## src/rtl/vid_pkg.sv

```systemverilog
// Shared video-fetch definitions.
// Timing constants for 640x480 and the memory geometry used by the line
// prefetch arbiter, the arbiter FSM state encoding, and a helper that returns
// the line a trigger prefetches for.
package vid_pkg;

    localparam int ADDR_W = 22;
    localparam int DATA_W = 16;

    localparam logic [11:0] H_ACTIVE = 12'd640;
    localparam logic [11:0] V_ACTIVE = 12'd480;
    localparam logic [11:0] V_TOTAL  = 12'd525;

    localparam logic [ADDR_W-1:0] LINE_WORDS = 22'd320;
    localparam logic [ADDR_W-1:0] BURST_LEN  = 22'd16;

    // LINE_WORDS / BURST_LEN bursts are owed per fetched line
    localparam logic [4:0] BURSTS_PER_LINE = 5'd20;
    localparam logic [3:0] LAST_BEAT       = 4'd15;

    typedef enum logic [1:0] {
        IDLE     = 2'd0,
        VID_CMD  = 2'd1,
        VID_DATA = 2'd2,
        HOST_CMD = 2'd3
    } fetch_state_t;

    // Line that will be displayed after the current one (wraps at frame end).
    function automatic logic [11:0] next_target(input logic [11:0] line);
        logic [11:0] result;
        if (line == (V_TOTAL - 12'd1)) begin
            result = 12'd0;
        end else begin
            result = line + 12'd1;
        end
        return result;
    endfunction

endpackage

```

## src/rtl/vfetch_arbiter.sv

```systemverilog
// vfetch_arbiter
// Shares framebuffer memory between video line prefetch and host writes.
// At the end of each visible region (pixel_count == H_ACTIVE) the next line is
// scheduled for prefetch into a ping-pong line buffer as 16-word read bursts;
// host single-word writes are issued only when no burst is owed.
// Ports:
//   pixel_clock, reset          clock / async active-high reset
//   pixel_count, line_count     raster position from the sync generator
//   fb_base                     frame base word address (taken at line 0 only)
//   host_req/addr/wdata/gnt     host write request, gnt pulses on acceptance
//   mem_cmd_*                   command channel to the memory controller
//   mem_rd_valid/data           read data beats from the memory controller
//   lb_we/addr/wdata            line buffer write port, addr = {bank, index}
//   underrun                    sticky: a line fetch missed its deadline
module vfetch_arbiter
    import vid_pkg::*;
(
    input  logic              pixel_clock,
    input  logic              reset,
    input  logic [11:0]       pixel_count,
    input  logic [11:0]       line_count,
    input  logic [ADDR_W-1:0] fb_base,
    input  logic              host_req,
    input  logic [ADDR_W-1:0] host_addr,
    input  logic [DATA_W-1:0] host_wdata,
    output logic              host_gnt,
    output logic              mem_cmd_valid,
    input  logic              mem_cmd_ready,
    output logic              mem_cmd_wr,
    output logic [ADDR_W-1:0] mem_cmd_addr,
    output logic [DATA_W-1:0] mem_cmd_wdata,
    input  logic              mem_rd_valid,
    input  logic [DATA_W-1:0] mem_rd_data,
    output logic              lb_we,
    output logic [9:0]        lb_addr,
    output logic [DATA_W-1:0] lb_wdata,
    output logic              underrun
);

    fetch_state_t      state_r;
    fetch_state_t      state_s;

    logic              trig_s;
    logic              fetch_s;
    logic [11:0]       target_s;
    logic              deadline_s;
    logic              cmd_accept_s;
    logic              beat_s;

    logic [11:0]       target_r;
    logic [4:0]        owed_r;
    logic [ADDR_W-1:0] line_start_r;
    logic [ADDR_W-1:0] word_addr_r;
    logic [3:0]        beat_cnt_r;
    logic [8:0]        lb_idx_r;
    logic              bank_r;
    // command/data in flight belongs to a line that has since been retargeted
    logic              stale_r;
    logic              underrun_r;

    logic              cmd_valid_r;
    logic              cmd_wr_r;
    logic [ADDR_W-1:0] cmd_addr_r;
    logic [DATA_W-1:0] cmd_wdata_r;
    logic              cmd_valid_s;
    logic              cmd_wr_s;
    logic [ADDR_W-1:0] cmd_addr_s;
    logic [DATA_W-1:0] cmd_wdata_s;

    logic              lb_we_r;
    logic [9:0]        lb_addr_r;
    logic [DATA_W-1:0] lb_wdata_r;

    // Raster events and handshake decodes.
    always_comb begin
        trig_s       = (pixel_count == H_ACTIVE);
        target_s     = next_target(line_count);
        fetch_s      = trig_s && (target_s < V_ACTIVE);
        deadline_s   = (pixel_count == 12'd0) && (line_count == target_r) &&
                       (owed_r != 5'd0);
        cmd_accept_s = cmd_valid_r && mem_cmd_ready;
        beat_s       = (state_r == VID_DATA) && mem_rd_valid;
    end

    // FSM state register.
    always_ff @(posedge pixel_clock or posedge reset) begin
        if (reset) begin
            state_r <= IDLE;
        end else begin
            state_r <= state_s;
        end
    end

    // FSM next state: video strictly before host, decided only in IDLE.
    always_comb begin
        state_s = state_r;
        case (state_r)
            IDLE: begin
                // a trigger cycle rewrites word_addr, so hold off issuing one cycle
                if (trig_s) begin
                    state_s = IDLE;
                end else if ((owed_r != 5'd0) && !deadline_s) begin
                    state_s = VID_CMD;
                end else if (host_req) begin
                    state_s = HOST_CMD;
                end else begin
                    state_s = IDLE;
                end
            end
            VID_CMD: begin
                if (cmd_accept_s) begin
                    state_s = VID_DATA;
                end else begin
                    state_s = VID_CMD;
                end
            end
            VID_DATA: begin
                if (beat_s && (beat_cnt_r == LAST_BEAT)) begin
                    state_s = IDLE;
                end else begin
                    state_s = VID_DATA;
                end
            end
            HOST_CMD: begin
                if (cmd_accept_s) begin
                    state_s = IDLE;
                end else begin
                    state_s = HOST_CMD;
                end
            end
            default: begin
                state_s = IDLE;
            end
        endcase
    end

    // FSM outputs: command fields are captured on issue and held until accepted.
    always_comb begin
        cmd_valid_s = cmd_valid_r;
        cmd_wr_s    = cmd_wr_r;
        cmd_addr_s  = cmd_addr_r;
        cmd_wdata_s = cmd_wdata_r;
        if ((state_r == IDLE) && (state_s == VID_CMD)) begin
            cmd_valid_s = 1'b1;
            cmd_wr_s    = 1'b0;
            cmd_addr_s  = word_addr_r;
            cmd_wdata_s = {DATA_W{1'b0}};
        end else if ((state_r == IDLE) && (state_s == HOST_CMD)) begin
            cmd_valid_s = 1'b1;
            cmd_wr_s    = 1'b1;
            cmd_addr_s  = host_addr;
            cmd_wdata_s = host_wdata;
        end else if (cmd_accept_s) begin
            cmd_valid_s = 1'b0;
            cmd_wr_s    = 1'b0;
            cmd_addr_s  = {ADDR_W{1'b0}};
            cmd_wdata_s = {DATA_W{1'b0}};
        end else begin
            cmd_valid_s = cmd_valid_r;
        end
    end

    // Command output registers.
    always_ff @(posedge pixel_clock or posedge reset) begin
        if (reset) begin
            cmd_valid_r <= 1'b0;
            cmd_wr_r    <= 1'b0;
            cmd_addr_r  <= {ADDR_W{1'b0}};
            cmd_wdata_r <= {DATA_W{1'b0}};
        end else begin
            cmd_valid_r <= cmd_valid_s;
            cmd_wr_r    <= cmd_wr_s;
            cmd_addr_r  <= cmd_addr_s;
            cmd_wdata_r <= cmd_wdata_s;
        end
    end

    // Line fetch bookkeeping: addresses, bursts owed, deadline handling.
    always_ff @(posedge pixel_clock or posedge reset) begin
        if (reset) begin
            target_r     <= 12'd0;
            owed_r       <= 5'd0;
            line_start_r <= {ADDR_W{1'b0}};
            word_addr_r  <= {ADDR_W{1'b0}};
            bank_r       <= 1'b0;
            underrun_r   <= 1'b0;
        end else begin
            if (fetch_s) begin
                target_r <= target_s;
                bank_r   <= target_s[0];
                // base only changes at the top of the frame to avoid tearing
                if (target_s == 12'd0) begin
                    line_start_r <= fb_base;
                    word_addr_r  <= fb_base;
                end else begin
                    line_start_r <= line_start_r + LINE_WORDS;
                    word_addr_r  <= line_start_r + LINE_WORDS;
                end
            end else if (cmd_accept_s && !cmd_wr_r && !stale_r) begin
                word_addr_r <= word_addr_r + BURST_LEN;
            end else begin
                word_addr_r <= word_addr_r;
            end

            if (fetch_s) begin
                owed_r <= BURSTS_PER_LINE;
            end else if (deadline_s || trig_s) begin
                owed_r <= 5'd0;
            end else if (cmd_accept_s && !cmd_wr_r && !stale_r && (owed_r != 5'd0)) begin
                owed_r <= owed_r - 5'd1;
            end else begin
                owed_r <= owed_r;
            end

            // a trigger that finds bursts still owed is a missed deadline too
            if (deadline_s || (trig_s && (owed_r != 5'd0))) begin
                underrun_r <= 1'b1;
            end else begin
                underrun_r <= underrun_r;
            end
        end
    end

    // Burst beat counter, line buffer index and stale-burst tracking.
    always_ff @(posedge pixel_clock or posedge reset) begin
        if (reset) begin
            beat_cnt_r <= 4'd0;
            lb_idx_r   <= 9'd0;
            stale_r    <= 1'b0;
        end else begin
            if (state_r != VID_DATA) begin
                beat_cnt_r <= 4'd0;
            end else if (beat_s) begin
                beat_cnt_r <= beat_cnt_r + 4'd1;
            end else begin
                beat_cnt_r <= beat_cnt_r;
            end

            if (fetch_s) begin
                lb_idx_r <= 9'd0;
            end else if (beat_s && !stale_r) begin
                lb_idx_r <= lb_idx_r + 9'd1;
            end else begin
                lb_idx_r <= lb_idx_r;
            end

            // a retarget while a video command is outstanding orphans its data
            if (state_s == IDLE) begin
                stale_r <= 1'b0;
            end else if (fetch_s && ((state_r == VID_CMD) || (state_r == VID_DATA))) begin
                stale_r <= 1'b1;
            end else begin
                stale_r <= stale_r;
            end
        end
    end

    // Line buffer write port, one cycle behind the read beat.
    always_ff @(posedge pixel_clock or posedge reset) begin
        if (reset) begin
            lb_we_r    <= 1'b0;
            lb_addr_r  <= 10'd0;
            lb_wdata_r <= {DATA_W{1'b0}};
        end else begin
            lb_we_r <= beat_s && !stale_r;
            if (beat_s) begin
                lb_addr_r  <= {bank_r, lb_idx_r};
                lb_wdata_r <= mem_rd_data;
            end else begin
                lb_addr_r  <= lb_addr_r;
                lb_wdata_r <= lb_wdata_r;
            end
        end
    end

    // host_gnt must coincide with the accepting cycle so the host can drop its request
    assign host_gnt      = cmd_accept_s && cmd_wr_r;
    assign mem_cmd_valid = cmd_valid_r;
    assign mem_cmd_wr    = cmd_wr_r;
    assign mem_cmd_addr  = cmd_addr_r;
    assign mem_cmd_wdata = cmd_wdata_r;
    assign lb_we         = lb_we_r;
    assign lb_addr       = lb_addr_r;
    assign lb_wdata      = lb_wdata_r;
    assign underrun      = underrun_r;

endmodule

```

## config.mk

```make
export PLATFORM = sky130hd
export DESIGN_NAME = vfetch_arbiter
export DESIGN_NICKNAME = d
export VERILOG_FILES = /design/src/rtl/vid_pkg.sv /design/src/rtl/vfetch_arbiter.sv
export SDC_FILE = /design/constraint.sdc
export NUM_CORES = 1
export LEC_CHECK = 0
export BUFFER_PORTS_ARGS = -buffer_cell sky130_fd_sc_hd__buf_2
export CORE_AREA = 2 2 159 161
export CTS_BUF_LIST = sky130_fd_sc_hd__clkbuf_2
export CTS_CLUSTER_SIZE = 30
export DETAILED_ROUTE_END_ITERATION = 16
export DIE_AREA = 0 0 161 163
export GPL_TIMING_DRIVEN = 1
export PLACE_DENSITY = 0.46
export SYNTH_ARGS = -nofsm -noshare
export SYNTH_HDL_FRONTEND = slang
export SYNTH_SLANG_ARGS = --single-unit
```

## constraint.sdc

```tcl
create_clock -name pixel_clock -period 10.34 [get_ports pixel_clock]
set_input_delay 2.068 -clock pixel_clock [delete_from_list [all_inputs] [get_ports pixel_clock]]
set_output_delay 2.068 -clock pixel_clock [all_outputs]
set_load 0.01 [all_outputs]
```

After elaboration in Yosys (flattened, before gate mapping). Cells that the tools add are included.

Bits in registers: 146. Input bits: 105. Word-level logic and storage cells: 97.

Add/subtract/negate cells: 6. Order comparisons: 1. Equal/unequal tests: 10. Multiplexer cells: 30. Reduce and logical (&&, ||, !) cells: 33.

Operators by type and width (number): 2-to-1 mux 22 bit (6); 2-to-1 mux 16 bit (3); equality test 12 x 10 -> 1 bit, second input constant (2); zero test 12 bit (2); adder 22 x 5 -> 22 bit, second input constant (1); adder 22 x 9 -> 22 bit, second input constant (1); 2-to-1 mux 9 bit (2); logical AND 1 bit (16); 2-to-1 mux 5 bit (3); adder 12 x 1 -> 12 bit, second input constant (1); equality test 12 bit (1); less-than comparator 12 x 9 -> 1 bit, second input constant (1); 2-to-1 mux 12 bit (1); 2-to-1 mux 2 bit (6); adder 9 x 1 -> 9 bit, second input constant (1); 2-to-1 mux 4 bit (2); case mux 2 bit (4 select lines) (1); nonzero test 2 bit (4); equality test 2 bit, second input constant (3); 2-to-1 mux 1 bit (6); nonzero test 3 bit (2); nonzero test 5 bit (1); subtractor 5 x 1 -> 5 bit, second input constant (1); adder 4 x 1 -> 4 bit, second input constant (1); 6 further kinds (12).

Depth between registers and ports, before layout.
Word-level depth: 12. Mapped depth: 13. Mapped depth without buffers: 9.

Worst setup path after synthesis. No wires, ideal clock.

Kind: input -> register. Start point: input line_count[1]. End point: register line_start_r[15]. Setup time: 140 ps. Arrival time: 4466 ps. Data required time: 10200 ps. Setup slack: 5734 ps. Stages on the path: 11. Path through: clkbuf_1 inv_1 ha_1 or4_4 a2111oi_4 a41oi_4 or2_1 buf_2 buf_6 mux2i_1 a22oi_1.

Longest elaborated chain between the ends: 4. Elaborated cells between the ends (all ways): 7.

Ends and longest elaborated chain: start, declared (RTL line vfetch_arbiter.sv:21) `input logic [11:0] line_count,`; adder 12 x 1 -> 12 bit / equality test 12 x 10 -> 1 bit (equally long branches) (RTL line vid_pkg.sv:34, vid_pkg.sv:31); 2-to-1 mux 12 bit (*) (RTL line vid_pkg.sv:31) `if (line == (V_TOTAL - 12'd1)) begin`; less-than comparator 12 x 9 -> 1 bit / zero test 12 bit (equally long branches) (RTL line vfetch_arbiter.sv:78, vfetch_arbiter.sv:192); logical AND 1 bit / 2-to-1 mux 22 bit (equally long branches) (RTL line vfetch_arbiter.sv:78, vfetch_arbiter.sv:192); end signal, assigned (RTL line vfetch_arbiter.sv:183) `line_start_r <= {ADDR_W{1'b0}};`; end signal, assigned (RTL line vfetch_arbiter.sv:193) `line_start_r <= fb_base;`; end signal, assigned (RTL line vfetch_arbiter.sv:196) `line_start_r <= line_start_r + LINE_WORDS;`; end, declared (RTL line vfetch_arbiter.sv:52) `logic [ADDR_W-1:0] line_start_r;`.

Every way passes the cells marked *; elsewhere a longest branch is shown, timed or not. A chain may end at the register's enable or synchronous reset.

Worst setup path after layout.
Start point: input mem_cmd_ready. End point: output host_gnt.

Longest elaborated chain between the ends: 2.

Ends and longest elaborated chain: start, declared (RTL line vfetch_arbiter.sv:28) `input logic mem_cmd_ready,`; logical AND 1 bit (RTL line vfetch_arbiter.sv:81) `cmd_accept_s = cmd_valid_r && mem_cmd_ready;`; logical AND 1 bit (RTL line vfetch_arbiter.sv:277) `assign host_gnt = cmd_accept_s && cmd_wr_r;`; end, declared (RTL line vfetch_arbiter.sv:26) `output logic host_gnt,`.

No other way between the ends.

==> qor.yml <==
outcome:
  status: "complete, no violations"
logic_synthesis:
  yosysTopAreaCellShare_pct: 49.7
  synth.most_common_cell: "dfrtp_1"
  yosys-top-cells-count: "dfrtp_1, nand2_1, xnor2_1"
  synthArstFlopShare_pct: 100
  syn-num-nets: 810
  synthesis.area_um2: 7300
  synth_cells: 693
  synth_cell_types: 60
  synthTopCellsByArea: "dfrtp_1, xnor2_1, mux2_2, a222oi_1, mux2i_1"
  synth_area_leader_cell: "dfrtp_1"
  synth_ff_type: "dfrtp_1"
  synth_area_per_cell_um2: 10.5
  ys_warn_count: 0
  synth_seq_area_share_pct: 49.7
  synth_seq_cells: 145
  synth_edf_count: 0
timing:
  tns_ps: 0
  hold_viol: 0
  setup_viol: 0
  fin_crit_ps: 4620
  slew_violations: 0
  fin_ws_ps: 5720
  relSlewSlack_pct: 19.4
  min_period_over_period_pct: 44.7
  timing.fmax_mhz: 216
  worst_slew_pin_slew_ps: 1210
  fin_skew_ps: 42.9
  rsz0062_at_grt: "no"
clocking:
  cts-root-buf: "clkbuf_2"
  clockBufferDepth: 2
  clk_pin_slew_ps: 260
  clk-insertion-delay-late_ps: 740
  cts_resized: 0
  post_cts_buffers: 0
  numCtsBuffers: 17
  cts_tree: "done"
  htree_levels: 4
  cts-hold-fix-buffers: 0
  cts_sinks: 145
final_layout:
  fin_area_um2: 8720
  final_layout_size_suffix_gt1_share_pct: 29.2
  fill_cells: 2575
  area_delta_synth_final_pct: 19.6
  fin_cells: 1193
  fin_nets: 964
global_routing:
  grt_pass1_vias: 5622
  grt_pass1_wl_mm: 30.8
  track_usage_pct: 14.9
  grt_overflow: 0
  antenna_found_initial: 1
  grt_start_max_net_pins: 85
floorplanning:
  num_rows: 58
  die-area_um2: 26200
  chipHeight_um: 163
  coreArea_um2: 24700
  die_w_um: 161
  ios: 174
  initial_utilization_pct: 29.6
placement:
  dp_slack_ps: 5090
  dp.cells: 1158
  place_area_um2: 8460
  hpwl_mm: 13.9
  globalplace.congestion: 0.785
  port-buffer-count: 173
drt:
  post-route-drc-count: 0
  first_pass_iters: 5
  routedWlPerCell_um: 16.3
  drt.antenna.violating_nets: 0
  vias_per_cell: 4.75
  num_vias: 5670
  drt_iter0_markers: 479
  routed_wl_mm: 19.5
critical_path:
  critPathLaunchType: "input port"
  timing.setup.critical_path_class: "in -> out"
  path_max_fanout: 6
  required_ps: 8270
  crit_chain: "buf_2, and3_1, buf_2"
  cpMostUsedCell: "buf_2"
  slowest_stage: "and3_1"
  slowest_delay_ps: 200
  crit_arrival_ps: 2550
  critPathCaptureType: "primary output"
pwr:
  irDropWorstVdd_v: 0.0000684
  power_leakage_nw: 4.33
  p_per_area_nw_per_um2: 168
job:
  drv_cap: 0
worst_hold_path:
  hold_class: "reg -> reg"
## where the power goes
part           switching (mW)  leakage [nW]  internal [mW]
Combinational           0.224          2.25          0.169
Sequential             0.0625          1.93          0.652
Clock                   0.239         0.152          0.120
## state kept, by name (all words and copies together) (netlist names)
name and cells:
stale_r 1, word_addr_r 22, lb_addr 10, lb_wdata 16, mem_cmd_valid 1, lb_idx_r 9, mem_cmd_addr 22, owed_r 5
underrun 1, mem_cmd_wr 1, line_start_r 22, lb_we 1, beat_cnt_r 4, state_r 2, target_r 12, mem_cmd_wdata 16
## worst paths after layout
kind	start	to	slack (ps)	cells past startpoint
setup / recovery	mem_cmd_ready	host_gnt	5720	3
hold / removal	underrun$_DFFE_PP0P_	underrun$_DFFE_PP0P_	520	1
setup reg to reg	target_r[5]$_DFFE_PP0P_	stale_r$_DFFE_PP0P_	6990	7
hold reg to reg	underrun$_DFFE_PP0P_	underrun$_DFFE_PP0P_	520	1
max in group asynchronous	reset	line_start_r[12]$_DFFE_PP0P_	7550	3
min in group asynchronous	reset	lb_addr[9]$_DFFE_PP0P_	1450	2
## critical path, delay by kind of cell
kind                   cells  cell delay, ps
buffers and inverters      2             290
and+or+nand+nor            1             200
## final cells by class
class,instances,area (um^2),area share (%)
Tap cell,330,413,4.73
Timing Repair Buffer,179,911,10.4
Clock inverter,15,175,2.01
Multi-Input combinational cell,466,3360,38.5
Inverter,38,148,1.69
Antenna cell,3,7.51,0.0860
Sequential cell,145,3630,41.6
Clock buffer,17,85.1,0.975
## layout by cell type (no fill, tap or decap), types with 3 or more instances in the layout
cell,n
inv_8,3
inv_6,5
a21oi_1,21
a22oi_1,4
xor2_1,14
o22a_1,4
o31ai_1,5
nand4_1,15
mux2i_1,21
and3_1,11
a2bb2oi_1,4
xnor2_1,49
diode_2,3
a31oi_1,3
inv_1,37
and4_1,3
a22o_1,16
o21ai_0,12
a21oi_2,3
nor3_1,5
o22ai_1,5
ha_1,12
clkinv_4,3
dfrtp_1,145
nor4b_1,3
o21ai_1,30
nand2b_1,3
nor2b_1,4
nand2_1,55
nand3_1,19
clkbuf_2,17
buf_4,6
and2_1,8
buf_2,173
mux2_1,6
a222oi_1,22
mux2_2,26
nor2_1,43
nor4_1,7
## stage by stage
| step | hold WS, ps | utilization (%) | total power [mW] |
|---|---|---|---|
| final | 516 | 35.4 | 1.47 |
| after global routing | 545 | 35.4 | 1.57 |
| after CTS | 516 | 35.3 | 1.49 |
| after detailed placement | 464 | 34.3 | 1.13 |
| after global placement | 448 | 34.3 | 1.12 |
| after floorplan | 457 | - | 0.961 |
## kinds of logic (layout without fill, tap and decap cells)
logic type | after synthesis | after routing | synth area share [%]
and+or+nand+nor | 190 | 190 | 13.1
buffers and inverters | 82 | 249 | 4.85
AOI/OAI and AO/OA | 148 | 148 | 14.8
xor gates and xnor gates | 63 | 63 | 7.56
other | 0 | 3 | 0
adders and majority gates | 12 | 12 | 2.06
DFF | 145 | 145 | 49.7
muxes | 53 | 53 | 7.82
## per-layer routing
metal	routed length (um)	part of all wire, %	global-route usage (%)
met4	182	0.93	4.10
met5	0	0	0
met2	9310	48	24.3
met3	802	4.1	3.00
met1	9190	47	20.2
No activity file was read; power rests on OpenSTA's default activity.
